`src/rtl/ysyx_22041207_rd_arbiter_pkg.sv`:
```
// Shared definitions for the IF/ME read arbiter: FSM encoding, owner ids and
// the grant priority function used by the picker.
package ysyx_22041207_rd_arbiter_pkg;

  localparam logic [1:0] ARB_IDLE = 2'd0;
  localparam logic [1:0] ARB_REQ  = 2'd1;
  localparam logic [1:0] ARB_DATA = 2'd2;

  typedef enum logic [1:0] {
    ST_IDLE = ARB_IDLE,
    ST_REQ  = ARB_REQ,
    ST_DATA = ARB_DATA
  } arb_state_e;

  localparam logic OWN_IF = 1'b0;
  localparam logic OWN_ME = 1'b1;

  // With both requesters valid, round-robin hands the bus to the one not served last.
  function automatic logic pick_id(input logic if_v, input logic me_v,
                                   input logic last, input logic rr_mode);
    logic id;
    if (if_v && me_v) begin
      id = rr_mode ? ~last : OWN_ME;
    end else if (me_v) begin
      id = OWN_ME;
    end else begin
      id = OWN_IF;
    end
    return id;
  endfunction

endpackage

```
`src/rtl/ysyx_22041207_rd_arbiter_pick.sv`:
```
// Combinational grant picker for the read arbiter: decides whether anyone is
// requesting and which requester id wins.
module ysyx_22041207_arb_pick
  import ysyx_22041207_rd_arbiter_pkg::*;
(
  input  logic if_v,
  input  logic me_v,
  input  logic last,
  input  logic rr_mode,
  output logic grant,
  output logic id
);

  assign grant = if_v | me_v;
  assign id    = pick_id(if_v, me_v, last, rr_mode);

endmodule

```
`src/rtl/ysyx_22041207_rd_arbiter.sv`:
```
// Read-channel arbiter between IF and ME in front of the AXI bridge.
// Define YSYX_22041207_ARB_RR_EN for round-robin priority; default is ME > IF.
module ysyx_22041207_rd_arbiter
  import ysyx_22041207_rd_arbiter_pkg::*;
#(
  parameter int ADDR_W = 64,
  parameter int DATA_W = 64
) (
  input  logic              clk,
  input  logic              rst,
  input  logic              if_r_valid,
  output logic              if_r_ready,
  input  logic [ADDR_W-1:0] if_r_addr,
  input  logic [7:0]        if_r_size,
  output logic              if_d_valid,
  input  logic              if_d_ready,
  input  logic              me_r_valid,
  output logic              me_r_ready,
  input  logic [ADDR_W-1:0] me_r_addr,
  input  logic [7:0]        me_r_size,
  output logic              me_d_valid,
  input  logic              me_d_ready,
  output logic [DATA_W-1:0] rd_data,
  input  logic              wr_busy,
  output logic              ax_r_valid,
  input  logic              ax_r_ready,
  output logic [ADDR_W-1:0] ax_r_addr,
  output logic [7:0]        ax_r_size,
  input  logic              ax_d_valid,
  output logic              ax_d_ready,
  input  logic [DATA_W-1:0] ax_d_data,
  output logic              owner
);

`ifdef YSYX_22041207_ARB_RR_EN
  localparam logic RR_MODE = 1'b1;
`else
  localparam logic RR_MODE = 1'b0;
`endif

  arb_state_e        state_q, state_d;
  logic              owner_q, owner_d;
  logic [ADDR_W-1:0] addr_q, addr_d;
  logic [7:0]        size_q, size_d;
  logic              axv_q, axv_d;
  logic              if_rdy_q, if_rdy_d;
  logic              me_rdy_q, me_rdy_d;
  logic              pick_grant;
  logic              pick_who;
  logic              in_data;

  ysyx_22041207_arb_pick u_pick (
    .if_v    (if_r_valid),
    .me_v    (me_r_valid),
    .last    (owner_q),
    .rr_mode (RR_MODE),
    .grant   (pick_grant),
    .id      (pick_who)
  );

  // wr_busy only gates new grants; an accepted read always runs to completion.
  always_comb begin
    state_d  = state_q;
    owner_d  = owner_q;
    addr_d   = addr_q;
    size_d   = size_q;
    axv_d    = axv_q;
    if_rdy_d = 1'b0;
    me_rdy_d = 1'b0;
    case (state_q)
      ST_IDLE: begin
        if (pick_grant && !wr_busy) begin
          state_d  = ST_REQ;
          owner_d  = pick_who;
          addr_d   = (pick_who == OWN_ME) ? me_r_addr : if_r_addr;
          size_d   = (pick_who == OWN_ME) ? me_r_size : if_r_size;
          axv_d    = 1'b1;
          if_rdy_d = (pick_who == OWN_IF);
          me_rdy_d = (pick_who == OWN_ME);
        end else begin
          state_d = ST_IDLE;
        end
      end
      ST_REQ: begin
        if (ax_r_ready) begin
          axv_d   = 1'b0;
          state_d = ST_DATA;
        end else begin
          axv_d   = 1'b1;
        end
      end
      ST_DATA: begin
        if (ax_d_valid && ax_d_ready) begin
          state_d = ST_IDLE;
        end else begin
          state_d = ST_DATA;
        end
      end
      default: begin
        state_d = ST_IDLE;
        axv_d   = 1'b0;
      end
    endcase
  end

  always_ff @(posedge clk) begin
    if (rst) begin
      state_q  <= ST_IDLE;
      owner_q  <= OWN_ME;
      addr_q   <= {ADDR_W{1'b0}};
      size_q   <= 8'd0;
      axv_q    <= 1'b0;
      if_rdy_q <= 1'b0;
      me_rdy_q <= 1'b0;
    end else begin
      state_q  <= state_d;
      owner_q  <= owner_d;
      addr_q   <= addr_d;
      size_q   <= size_d;
      axv_q    <= axv_d;
      if_rdy_q <= if_rdy_d;
      me_rdy_q <= me_rdy_d;
    end
  end

  // Data phase is a pure pass-through to the owner; stray bridge data elsewhere is dropped.
  assign in_data    = (state_q == ST_DATA);
  assign if_d_valid = in_data && (owner_q == OWN_IF) && ax_d_valid;
  assign me_d_valid = in_data && (owner_q == OWN_ME) && ax_d_valid;
  assign ax_d_ready = in_data && ((owner_q == OWN_ME) ? me_d_ready : if_d_ready);
  assign rd_data    = ax_d_data;

  assign if_r_ready = if_rdy_q;
  assign me_r_ready = me_rdy_q;
  assign ax_r_valid = axv_q;
  assign ax_r_addr  = addr_q;
  assign ax_r_size  = size_q;
  assign owner      = owner_q;

endmodule

```
`config.mk`:
```
export PLATFORM = sky130hd
export DESIGN_NAME = ysyx_22041207_rd_arbiter
export DESIGN_NICKNAME = d
export VERILOG_FILES = /design/src/rtl/ysyx_22041207_rd_arbiter_pkg.sv /design/src/rtl/ysyx_22041207_rd_arbiter_pick.sv /design/src/rtl/ysyx_22041207_rd_arbiter.sv
export SDC_FILE = /design/constraint.sdc
export NUM_CORES = 1
export LEC_CHECK = 0
export CORE_AREA = 4 4 136 138
export CTS_CLUSTER_DIAMETER = 30
export CTS_CLUSTER_SIZE = 20
export DETAILED_ROUTE_END_ITERATION = 6
export DIE_AREA = 0 0 140 142
export GPL_TIMING_DRIVEN = 1
export PLACE_DENSITY = 0.71
export RECOVER_POWER = 50
export SETUP_SLACK_MARGIN = 0.05
export SYNTH_ARGS = -nofsm -noshare
export SYNTH_HDL_FRONTEND = slang
export SYNTH_SLANG_ARGS = --single-unit
```
`constraint.sdc`:
```
create_clock -name clk -period 2 [get_ports clk]
set_clock_uncertainty 0.15 [all_clocks]
set_input_delay 0.4 -clock clk [delete_from_list [all_inputs] [get_ports clk]]
set_output_delay 0.4 -clock clk [all_outputs]
set_load 0.02 [all_outputs]
```
==> impl_results.md <==
- Status: finished, final reports clean
- Global-route wire length before repair: 19.2 mm
- Number of buffers inserted by port buffering: 231
- Met2 GRT Util: 0.205
- Worst slew pin tran: 0.482 ns
- Num CTS Buffers: 9
- Worst-path clk slew: 0.05 ns
- Final hold violations: 0
- CTS tree: yes
- Grt peak-use layer: met2
- Critical Path Start: if_r_valid
- Synth unique cells: 20
- Largest family of logic cells by synthesized area: multiplexers
- Ant diodes: 0
- Die X: 140 um
- Drt total wl: 12.4 mm
- Largest net degree at the start of global routing: 53
- Final Setup Violations: 0
- CP Buf/Inv Count: 2
- Max-cap violation count: 0
- Synthesized Nets: 704
- Seq cells post-synth: 78
- Fmax: 535 MHz
- Gate power share: 0.252
- Row cnt: 48
- Yosys warns: 0
- Synth Area per Inst: 9.11 um^2
- Gpl congestion: 0.729
- Arrival time worst endpoint: 1.91 ns
- Gate count of the mapped netlist: 487
- Via density: 4.25
- CP startpoint kind: primary input
- XOR/XNOR Fraction of Synth Area: 0
- IO Count: 360
- Max VDD drop: 0.350 mV
- Vias in the first global route: 3,785
- Crit path kind: primary input to flop
- Final Non-Filler Cells: 879
- Slew headroom: 0.678
- Most common cell after layout, fill and taps aside: clkdlybuf4s50_1
- Root Driver: clkbuf_16
- Total negative slack: 0 ns
- CTS sink cnt: 78
- # H-tree levels: 3
- Switching part of the total power: 0.251
- Post-DP HPWL: 9.57 mm
- Tot GR Track Use: 0.120
- Reg2reg start: state_q[0]$_SDFFE_PP0P_
- Total number of vias: 3,737
- Layout Nets: 867
- Die height: 142 um
- Worst-path maximum fanout: 38
- Post-Synth Simple-Gate Area: 0.140
- LEAKAGE: 2.89 nW
- Final Max Tran Viols: 0
- Synth Area in Compound Gates: 0.00677
- Core outline area: 17,200 um^2
- CP endpoint kind: flop
- Avg WL per Cell: 14.1 um
- Worst skew pair latency: 0.33 ns
- Psw: 1.18 mW
- Highest-count cells in the layout ignoring fill and taps: clkdlybuf4s50_1 (224), nand2_1 (146), dfxtp_1 (78)
- # DRC: 0
- Register share of total power: 0.367
- Iter 0 DRT Violations: 65
- Synth Area in Adders: 0
- Clock Power Share: 0.380
- Initial antenna violation count: 0
- Total gr overflow: 0
- Delay-heaviest family, CP: buffers and inverters
- CP peak stage delay: 0.52 ns
- Proportion of layout cells with a drive suffix above 1: 0.167
- Post-synthesis mux area share: 0.350
- CTS max path bufs: 2
- M3 GR Usage: 0.0484
- Setup ws final: 0.132 ns
- Pre-CTS WS: -0.371 ns
- Mapped Area: 4440 um^2
- Final ANT Viol Nets: 0
- Worst Path Required: 2.05 ns
- Hold_sp: ax_r_size[3]$_SDFFE_PP0N_
- Met1 Resource Use GR: 0.124
- Register area share after synthesis: 0.352
- Die area: 19,900 um^2
- DRT Pass-1 Iters: 4
- Final Power: 4.71 mW
- Internal power: 3.53 mW
- PwrDens: 687 nW/um^2
- Slowest stage cell, crit path: dlygate4sd3_1
- Placed insts: 864
- Final worst-path cycle share: 0.934
- Initial Utilization: 0.258
- Layout overhead on the synthesized area: 54.6%
- Worst hold path type: flop to flop
- Post-CTS Setup Bufs: 0
- Crit-path cells: dlygate4sd3_1, nor2_1, or4_1, buf_6, mux2i_1
- Min Tclk post-route: 1.87 ns
- RSZ-0062 raised after global routing: false
==> registers in the layout, summed over array words and instances (netlist names) <==
name        flops
state_q         2
ax_r_addr      64
ax_r_valid      1
me_r_ready      1
owner           1
if_r_ready      1
ax_r_size       8
==> metal layers <==
| layer | vias to the layer above | wire length, um |
|---|---|---|
| li1 | 1865 | - |
| met1 | 1665 | 4800 |
| met2 | 155 | 5970 |
| met3 | 52 | 1060 |
| met4 | 0 | 584 |
| met5 | - | 0 |
==> final timing paths <==
| check | slack [ns] | cells after the start | to |
|---|---|---|---|
| hold reg to reg | 0.30 | 2 | ax_r_size[3]$_SDFFE_PP0N_ |
| setup / recovery | 0.13 | 5 | ax_r_addr[58]$_SDFFE_PP0N_ |
| hold / removal | 0.30 | 2 | ax_r_size[3]$_SDFFE_PP0N_ |
| setup reg to reg | 0.19 | 4 | ax_r_addr[58]$_SDFFE_PP0N_ |
==> area by class of cell <==
class | instances | area, um^2
Clock buffer | 12 | 256
Clock inverter | 3 | 67.6
Fill cell | 1727 | 10300
Inverter | 2 | 10.0
Multi-Input combinational cell | 311 | 2210
Sequential cell | 78 | 1560
Tap cell | 225 | 282
Timing Repair Buffer | 248 | 2470
==> cells by family (layout without fill, tap and decap cells) <==
family          count (synthesis)  after routing
compound gates                  5              5
flops                          78             78
simple gates                  160            160
mux                           146            146
buf+inv                        98            265
==> repair_timing <==
| item | CTS | global route |
|---|---|---|
| gates resized for setup | 12 | 3 |
| hold buffers | 0 | 0 |
| setup endpoints to repair | 4 | 3 |
==> Yosys cell counts <==
cell type	number	area share
nand2_1	146	0.12
nor4_1	1	0.0014
mux2_2	72	0.18
nor2b_1	2	0.0028
inv_1	2	0.0017
and3_1	2	0.0028
nand3b_1	1	0.0017
or4_1	1	0.0017
nor2_1	5	0.0042
mux2i_1	74	0.17
buf_2	6	0.0068
nor3_1	2	0.0023
clkbuf_1	12	0.010
buf_4	65	0.11
o21ai_0	2	0.0023
buf_1	6	0.0051
buf_6	7	0.018
o311a_1	1	0.0023
dfxtp_1	78	0.35
a21oi_1	2	0.0023
==> power groups by stage <==
stage                     Combinational (mW)  Sequential [mW]  Clock (mW)
after global placement                  1.21             1.76           0
after detailed placement                1.22             1.76           0
after floorplan                        0.627             1.91           0
final                                   1.19             1.73        1.79
after global routing                    1.28             1.74        1.92
after CTS                               1.22             1.73        1.87
==> metrics by stage <==
stage	cell area, um^2	hold slack (ns)	util
floorplan	4440	0.319	-
global placement	6570	0.293	0.383
detailed placement	6570	0.301	0.383
CTS	6910	0.310	0.402
global route	6860	0.329	0.399
finish	6860	0.305	0.399
==> worst register-to-register path, delay by kind of cell, from the launching register on <==
family	cells	cell delay, ns
buffers and inverters	2	0.42
and+or+nand+nor	1	0.57
DFF	1	0.32
muxes	1	0.22
Note: power is estimated with default switching activity, not from simulation.
